## config.mk

```make
export PLATFORM = sky130hd
export DESIGN_NAME = wb_rr_arbiter
export DESIGN_NICKNAME = d
export VERILOG_FILES = /design/src/rtl/wb_rr_arbiter.sv
export SDC_FILE = /design/constraint.sdc
export NUM_CORES = 1
export LEC_CHECK = 0
export ABC_CLOCK_PERIOD_IN_PS = 2800
export CAP_MARGIN = 10
export CORE_AREA = 2 2 128 130
export CTS_CLUSTER_SIZE = 28
export DETAILED_ROUTE_END_ITERATION = 16
export DIE_AREA = 0 0 130 132
export DONT_BUFFER_PORTS = 1
export SLEW_MARGIN = 25
export SYNTH_ARGS = -nofsm -noshare
export SYNTH_HDL_FRONTEND = slang
export SYNTH_SLANG_ARGS = --single-unit
```

## constraint.sdc

```tcl
create_clock -name i_clk -period 2.8 [get_ports i_clk]
set_input_delay 0.84 -clock i_clk [delete_from_list [all_inputs] [get_ports i_clk]]
set_output_delay 0.84 -clock i_clk [all_outputs]
set_load 0.01 [all_outputs]
```

## src/rtl/wb_rr_arbiter.sv

```systemverilog
// Two-master, one-slave pipelined Wishbone arbiter.
// Round-robin ownership per bus cycle, with an outstanding-request limit.
module wb_rr_arbiter #(
    parameter int AW      = 32,
    parameter int DW      = 32,
    parameter int LGDEPTH = 4
) (
    input  logic               i_clk,
    input  logic               i_reset_n,
    input  logic               i_a_cyc,
    input  logic               i_a_stb,
    input  logic               i_a_we,
    input  logic [AW-1:0]      i_a_addr,
    input  logic [DW-1:0]      i_a_data,
    input  logic [DW/8-1:0]    i_a_sel,
    output logic               o_a_stall,
    output logic               o_a_ack,
    output logic               o_a_err,
    output logic [DW-1:0]      o_a_data,
    input  logic               i_b_cyc,
    input  logic               i_b_stb,
    input  logic               i_b_we,
    input  logic [AW-1:0]      i_b_addr,
    input  logic [DW-1:0]      i_b_data,
    input  logic [DW/8-1:0]    i_b_sel,
    output logic               o_b_stall,
    output logic               o_b_ack,
    output logic               o_b_err,
    output logic [DW-1:0]      o_b_data,
    output logic               o_m_cyc,
    output logic               o_m_stb,
    output logic               o_m_we,
    output logic [AW-1:0]      o_m_addr,
    output logic [DW-1:0]      o_m_data,
    output logic [DW/8-1:0]    o_m_sel,
    input  logic               i_m_stall,
    input  logic               i_m_ack,
    input  logic               i_m_err,
    input  logic [DW-1:0]      i_m_data,
    output logic [1:0]         o_owner,
    output logic [LGDEPTH-1:0] o_outstanding
);

    typedef enum logic [1:0] {
        IDLE    = 2'd0,
        GRANT_A = 2'd1,
        GRANT_B = 2'd2
    } state_t;

    localparam logic [LGDEPTH-1:0] MAX = '1;

    state_t             state;
    logic               prio;
    logic [LGDEPTH-1:0] count;

    logic gnt_a, gnt_b, m_cyc, ret, full, inc, dec, stb;

    assign gnt_a = (state == GRANT_A);
    assign gnt_b = (state == GRANT_B);
    assign m_cyc = (gnt_a & i_a_cyc) | (gnt_b & i_b_cyc);
    assign ret   = i_m_ack | i_m_err;
    // A same-cycle return frees a slot, so issue may proceed at the limit.
    assign full  = (count == MAX) & ~ret;
    assign stb   = (gnt_a & i_a_stb) | (gnt_b & i_b_stb);

    assign o_m_cyc = m_cyc;
    assign o_m_stb = stb & m_cyc & ~full;

    always_comb begin
        o_m_we   = 1'b0;
        o_m_addr = '0;
        o_m_data = '0;
        o_m_sel  = '0;
        unique case (1'b1)
            gnt_a: begin
                o_m_we   = i_a_we;
                o_m_addr = i_a_addr;
                o_m_data = i_a_data;
                o_m_sel  = i_a_sel;
            end
            gnt_b: begin
                o_m_we   = i_b_we;
                o_m_addr = i_b_addr;
                o_m_data = i_b_data;
                o_m_sel  = i_b_sel;
            end
            default: ;
        endcase
    end

    assign o_a_stall = ~gnt_a | i_m_stall | full;
    assign o_b_stall = ~gnt_b | i_m_stall | full;
    assign o_a_ack   = gnt_a & m_cyc & i_m_ack;
    assign o_a_err   = gnt_a & m_cyc & i_m_err;
    assign o_b_ack   = gnt_b & m_cyc & i_m_ack;
    assign o_b_err   = gnt_b & m_cyc & i_m_err;
    assign o_a_data  = i_m_data;
    assign o_b_data  = i_m_data;

    assign o_owner       = {gnt_b, gnt_a};
    assign o_outstanding = count;

    always_ff @(posedge i_clk or negedge i_reset_n) begin
        if (!i_reset_n) begin
            state <= IDLE;
            prio  <= 1'b0;
        end else begin
            unique case (state)
                IDLE: begin
                    if (i_a_cyc && (!i_b_cyc || !prio))
                        state <= GRANT_A;
                    else if (i_b_cyc)
                        state <= GRANT_B;
                end
                GRANT_A: begin
                    if (!i_a_cyc) begin
                        state <= i_b_cyc ? GRANT_B : IDLE;
                        prio  <= 1'b1;
                    end
                end
                GRANT_B: begin
                    if (!i_b_cyc) begin
                        state <= i_a_cyc ? GRANT_A : IDLE;
                        prio  <= 1'b0;
                    end
                end
                default: state <= IDLE;
            endcase
        end
    end

    assign inc = o_m_stb & ~i_m_stall;
    assign dec = m_cyc & ret;

    always_ff @(posedge i_clk or negedge i_reset_n) begin
        if (!i_reset_n)
            count <= '0;
        else if (!m_cyc)
            count <= '0;
        else if (inc && !dec)
            count <= count + 1'b1;
        else if (dec && !inc)
            count <= count - 1'b1;
    end

endmodule
```

* Yosys cells after proc, flatten, opt, wreduce, memory -nomap -nowiden
Cells that the tools add are included.
Cells by class: multiplexer cells 17, reduce and logical (&&, ||, !) cells 12, magnitude comparators 0, divide/modulo/power cells 0, shift operators 0, eq/ne operators 7, bitwise logic cells 27, $mul 0, add/sub/neg operators 2
Operator list (number):
- 32-bit one-hot mux with 2 select lines | 2
- 1-bit AND | 15
- 4-bit 2-to-1 mux | 3
- 2-bit 2-to-1 mux | 5
- 4-bit one-hot mux with 2 select lines | 1
- 1-bit OR | 7
- 2-bit one-hot mux with 3 select lines | 1
- 3-bit AND reduction | 2
- 1-bit NOT | 5
- 4-bit by 1-bit adder with 4-bit output, second input constant | 1
- 4-bit equality test, second input constant | 1
- 1-bit logical NOT | 4
- 2-bit inequality test, second input constant | 2
- 1-bit one-hot mux with 2 select lines | 2
- 4-bit by 1-bit subtractor with 4-bit output, second input constant | 1
- 1-bit logical AND | 3
- 1-bit 2-to-1 mux | 3
- 3-bit by 1-bit inequality test with 1-bit output, second input constant | 1
- 3-bit inequality test, second input constant | 1
- 2-bit by 1-bit equality test with 1-bit output, second input constant | 1
- 2-bit equality test, second input constant | 1
- 2-bit logical NOT | 1
- 2-bit nonzero test | 1
- 1-bit logical OR | 1
Storage, ports and cells: word-level logic and storage cells 68, flip-flop bits (word level) 7, bits in writable memories 0, ROM bits 0, memories 0, latch bits 0, output and inout port bits 147

* Depth between registers and ports, before layout
word-level depth 11, gate-level depth with buffers 12

* Worst setup path after synthesis
No wires, ideal clock.
kind in2reg, start point input port i_m_err, end point register count[3] (netlist: o_outstanding[3]), setup slack -136 ps, path buffers 1, stages 10, data arrival time 2858 ps, cells stage by stage or2_2 > nand2b_1 > or3_1 > buf_2 > ha_1 > a21o_1 > a21oi_1 > or4_1 > a21o_1 > a21oi_1
Between the ends: cells in the longest elaborated chain, start to end 9, elaborated cells on any way between the ends 14
RTL lines:
- start, declared | RTL line 38 | input logic i_m_err,
- 1-bit OR * | RTL line 61 | assign ret = i_m_ack | i_m_err;
- 1-bit NOT | RTL line 63 | assign full = (count == MAX) & ~ret;
- 1-bit AND | RTL line 63
- 1-bit NOT | RTL line 67 | assign o_m_stb = stb & m_cyc & ~full;
- 1-bit AND | RTL line 67
- 1-bit AND | RTL line 132 | assign inc = o_m_stb & ~i_m_stall;
- 1-bit logical NOT or 1-bit logical AND (tied branches) | RTL line 142, 140
- 1-bit logical AND or 4-bit 2-to-1 mux (tied branches) | RTL line 142, 140
- 3-bit by 1-bit inequality test with 1-bit output (no line) or 4-bit 2-to-1 mux (tied branches)
- end signal, assigned | RTL line 141 | count <= count + 1'b1;
- end signal, assigned | RTL line 143 | count <= count - 1'b1;
- end, declared | RTL line 54 | logic [LGDEPTH-1:0] count;
Every way passes the cells marked *; elsewhere a longest branch is shown, timed or not. A chain may end at the register's enable or synchronous reset.

* Worst setup path after layout
start point register state[0], end point output port o_m_data[14]
Between the ends: cells in the longest elaborated chain, start to end 2, elaborated cells on any way between the ends 3
RTL lines:
- start, declared | RTL line 52 | state_t state;
- start signal, assigned | RTL line 117 | state <= i_b_cyc ? GRANT_B : IDLE;
- start signal, assigned | RTL line 123 | state <= i_a_cyc ? GRANT_A : IDLE;
- 2-bit equality test or 2-bit by 1-bit equality test with 1-bit output (tied branches) | RTL line 59, 58
- 32-bit one-hot mux with 2 select lines * | RTL line 74 | unique case (1'b1)
- end, declared | RTL line 34 | output logic [DW-1:0] o_m_data,
Marked as above.

==> impl_results.md <==
* I/O pins at 326
* Crit Path Class: register to output port
* Layout cells sized above 1 at 11.45%
* Via count at 1949
* Slew margin rel. at 69.90%
* Clock sinks at 7
* Gate Count Post-Synth at 301
* Antenna violations before repair at 0
* Area growth from synthesis to layout at -4.302%
* Worst Path Max Fanout at 58
* Vias in the first global route at 1678
* Vias/cell at 4.390
* Fin area at 2032 um2
* Max clock buf depth at 2
* Initial DRT Pass Iterations at 4
* Routability cong. at 0.7617
* Starting DRT DRC Count at 104
* Async S/R FF share, synth at 100.0%
* Pwr per Cell Area at 1062 nW/um2
* Slowest CP cell: dfrtp_2
* Family with the most delay on the worst path: flip-flops
* Initial Utilization at 13.51%
* Clock buffer count from CTS at 3
* Unrepaired setup endpoints after global routing: false
* Clock skew at 0.002399 ns
* Max-cap viol count at 0
* FILL cells at 1826
* Total gr overflow at 0
* Register bit total from synthesis at 7
* Final setup fails at 0
* Chip width at 130 um
* Critical Path RT at 1.96 ns
* Core area at 15710 um2
* Skew-Pair Late Insertion Delay at 0.23 ns
* LEAKAGE at 0.6096 nW
* Minimum clock period at 2.674 ns
* Final max-slew violation count at 0
* Total die area at 17160 um2
* Number of flops mapped to enable cells by yosys at 0
* Post-CTS Setup Inserts at 0
* Row count at 46
* Startpoint type of the worst setup path: register
* Top cells by area, synth: a22oi_1, buf_4, nor2b_1
* Critical Path, Cell by Cell: inv_2 -> ha_4 -> buf_8 -> a22oi_1 -> nor2b_1
* Cell taking the most area after synthesis: a22oi_1
* Buffers on Ports at 0
* First-pass GRT wire length at 9936 um
* Synth cell types at 31
* CTS root buf: clkbuf_16
* Period utilization at 95.51%
* H-tree depth at 1
* Fmax achieved at 0.3739 GHz
* DRC viols at 0
* Worst Tran Pin Value at 0.4516 ns
* WL per Instance at 16.90 um
* Dominant synthesized flop cell: dfrtp_1
* Largest net degree at the start of global routing at 62
* Clk slew on worst S/H paths at 0.04 ns
* Synth cell count leaders: a22oi_1, nor2b_1, buf_4
* Cell Area, Synth at 2123 um2
* Layout Nets at 414
* Final hold slack at 0.3063 ns
* Status: completed
* TritonCTS clock tree: done
* Total track usage at 7.504%
* Cts-stage hold buffer count at 0
* VDD IR max at 0.0005202 V
* Yosys top cell area share at 24.40%
* DIE HEIGHT at 132 um
* Final hold vios at 0
* Worst Path Arrival at 1.83 ns
* Min-Delay Path Class: primary input to async pin
* Routed WL at 7502 um
* HPWL after DPL at 6235 um
* DP Area at 1908 um2
* Max incr delay on CP at 0.43 ns
* WP buf/inv at 2
* Antenna viol nets, final at 0
* Net Count, Synth at 487
* Ys Warns at 0
* Mean area per synthesized cell at 7.054 um2
* Final Total Pwr at 2.157 mW
* Crit. End Element: output port
* Seq/Total Area, Yosys at 8.250%
[layout by cell type (no fill, tap or decap), types with 2 or more instances in the layout]
cell	n
dfrtp_1	5
buf_6	2
ha_1	3
nand4_1	2
nor2b_1	69
nand3_1	4
dfrtp_2	2
ha_4	2
clkbuf_16	3
inv_2	3
a21o_1	3
nor2_1	3
buf_4	10
nor3_1	2
nand2_1	7
a22oi_1	69
o21ai_0	4
and3_1	5
inv_1	5
a21oi_1	9
[state kept, by name (all words and copies together) (netlist names)]
| register | cells |
|---|---|
| prio | 1 |
| state | 2 |
| o_outstanding | 4 |
[repair_timing]
action,CTS,global route
setup endpoints to repair,7,13
gates resized for setup,2,10
pin swaps,0,0
[through the flow]
stage	instances	setup slack, ns	utilization (%)	TNS (ns)
after floorplan	301	-0.1359	-	-0.1359
final	444	0.1256	12.93	0
after detailed placement	439	-0.1176	12.14	-0.1176
after global routing	443	0.01995	12.92	0
after global placement	439	-0.1055	12.14	-0.1055
after CTS	443	0.03733	12.69	0
[report_power, final]
part	internal [mW]	switching, mW
registers	0.145	0.0715
clock network	0.189	0.0502
logic	0.686	1.02
total	1.02	1.14
[logic make-up after synthesis]
family	synth area share (%)
XOR/XNOR	0.4126
buffers and inverters	29.23
adder cells (fa/ha/maj)	4.478
flip-flops	8.250
AO/OA/AOI/OAI	30.52
AND/OR/NAND/NOR	27.11
[layer usage]
layer / track usage (%) / vias to the layer above / routed length, um
li1: - / 848 / -
met1: 8.754 / 914 / 2834
met2: 12.51 / 168 / 3603
met3: 3.369 / 19 / 920
met4: 1.792 / 0 / 144
met5: 0 / - / 0
[final timing paths]
path                                      start                           end  slack, ns  cells past startpoint
max                        state[0]$_DFFE_PN0P_                  o_m_data[14]       0.13                      5
min                                   i_reset_n  o_outstanding[2]$_DFFE_PN0P_       0.31                      0
max reg2reg                state[0]$_DFFE_PN0P_  o_outstanding[3]$_DFFE_PN0P_       0.15                     11
min reg2reg                state[1]$_DFFE_PN0P_          state[1]$_DFFE_PN0P_       0.57                      1
max in group asynchronous             i_reset_n          state[0]$_DFFE_PN0P_       2.41                      0
min in group i_clk         state[1]$_DFFE_PN0P_          state[1]$_DFFE_PN0P_       0.57                      1
[layout make-up]
class	count	area [um2]	share of cell area, %
well taps	216	270.3	13.30
diodes	1	2.502	0.1232
inverters	8	30.03	1.478
repair buffers	13	112.6	5.542
multi-input cells	195	1360	66.93
clock buffers	4	78.83	3.879
flip-flops and latches	7	177.7	8.744
Power figures use the tool's default switching activity.
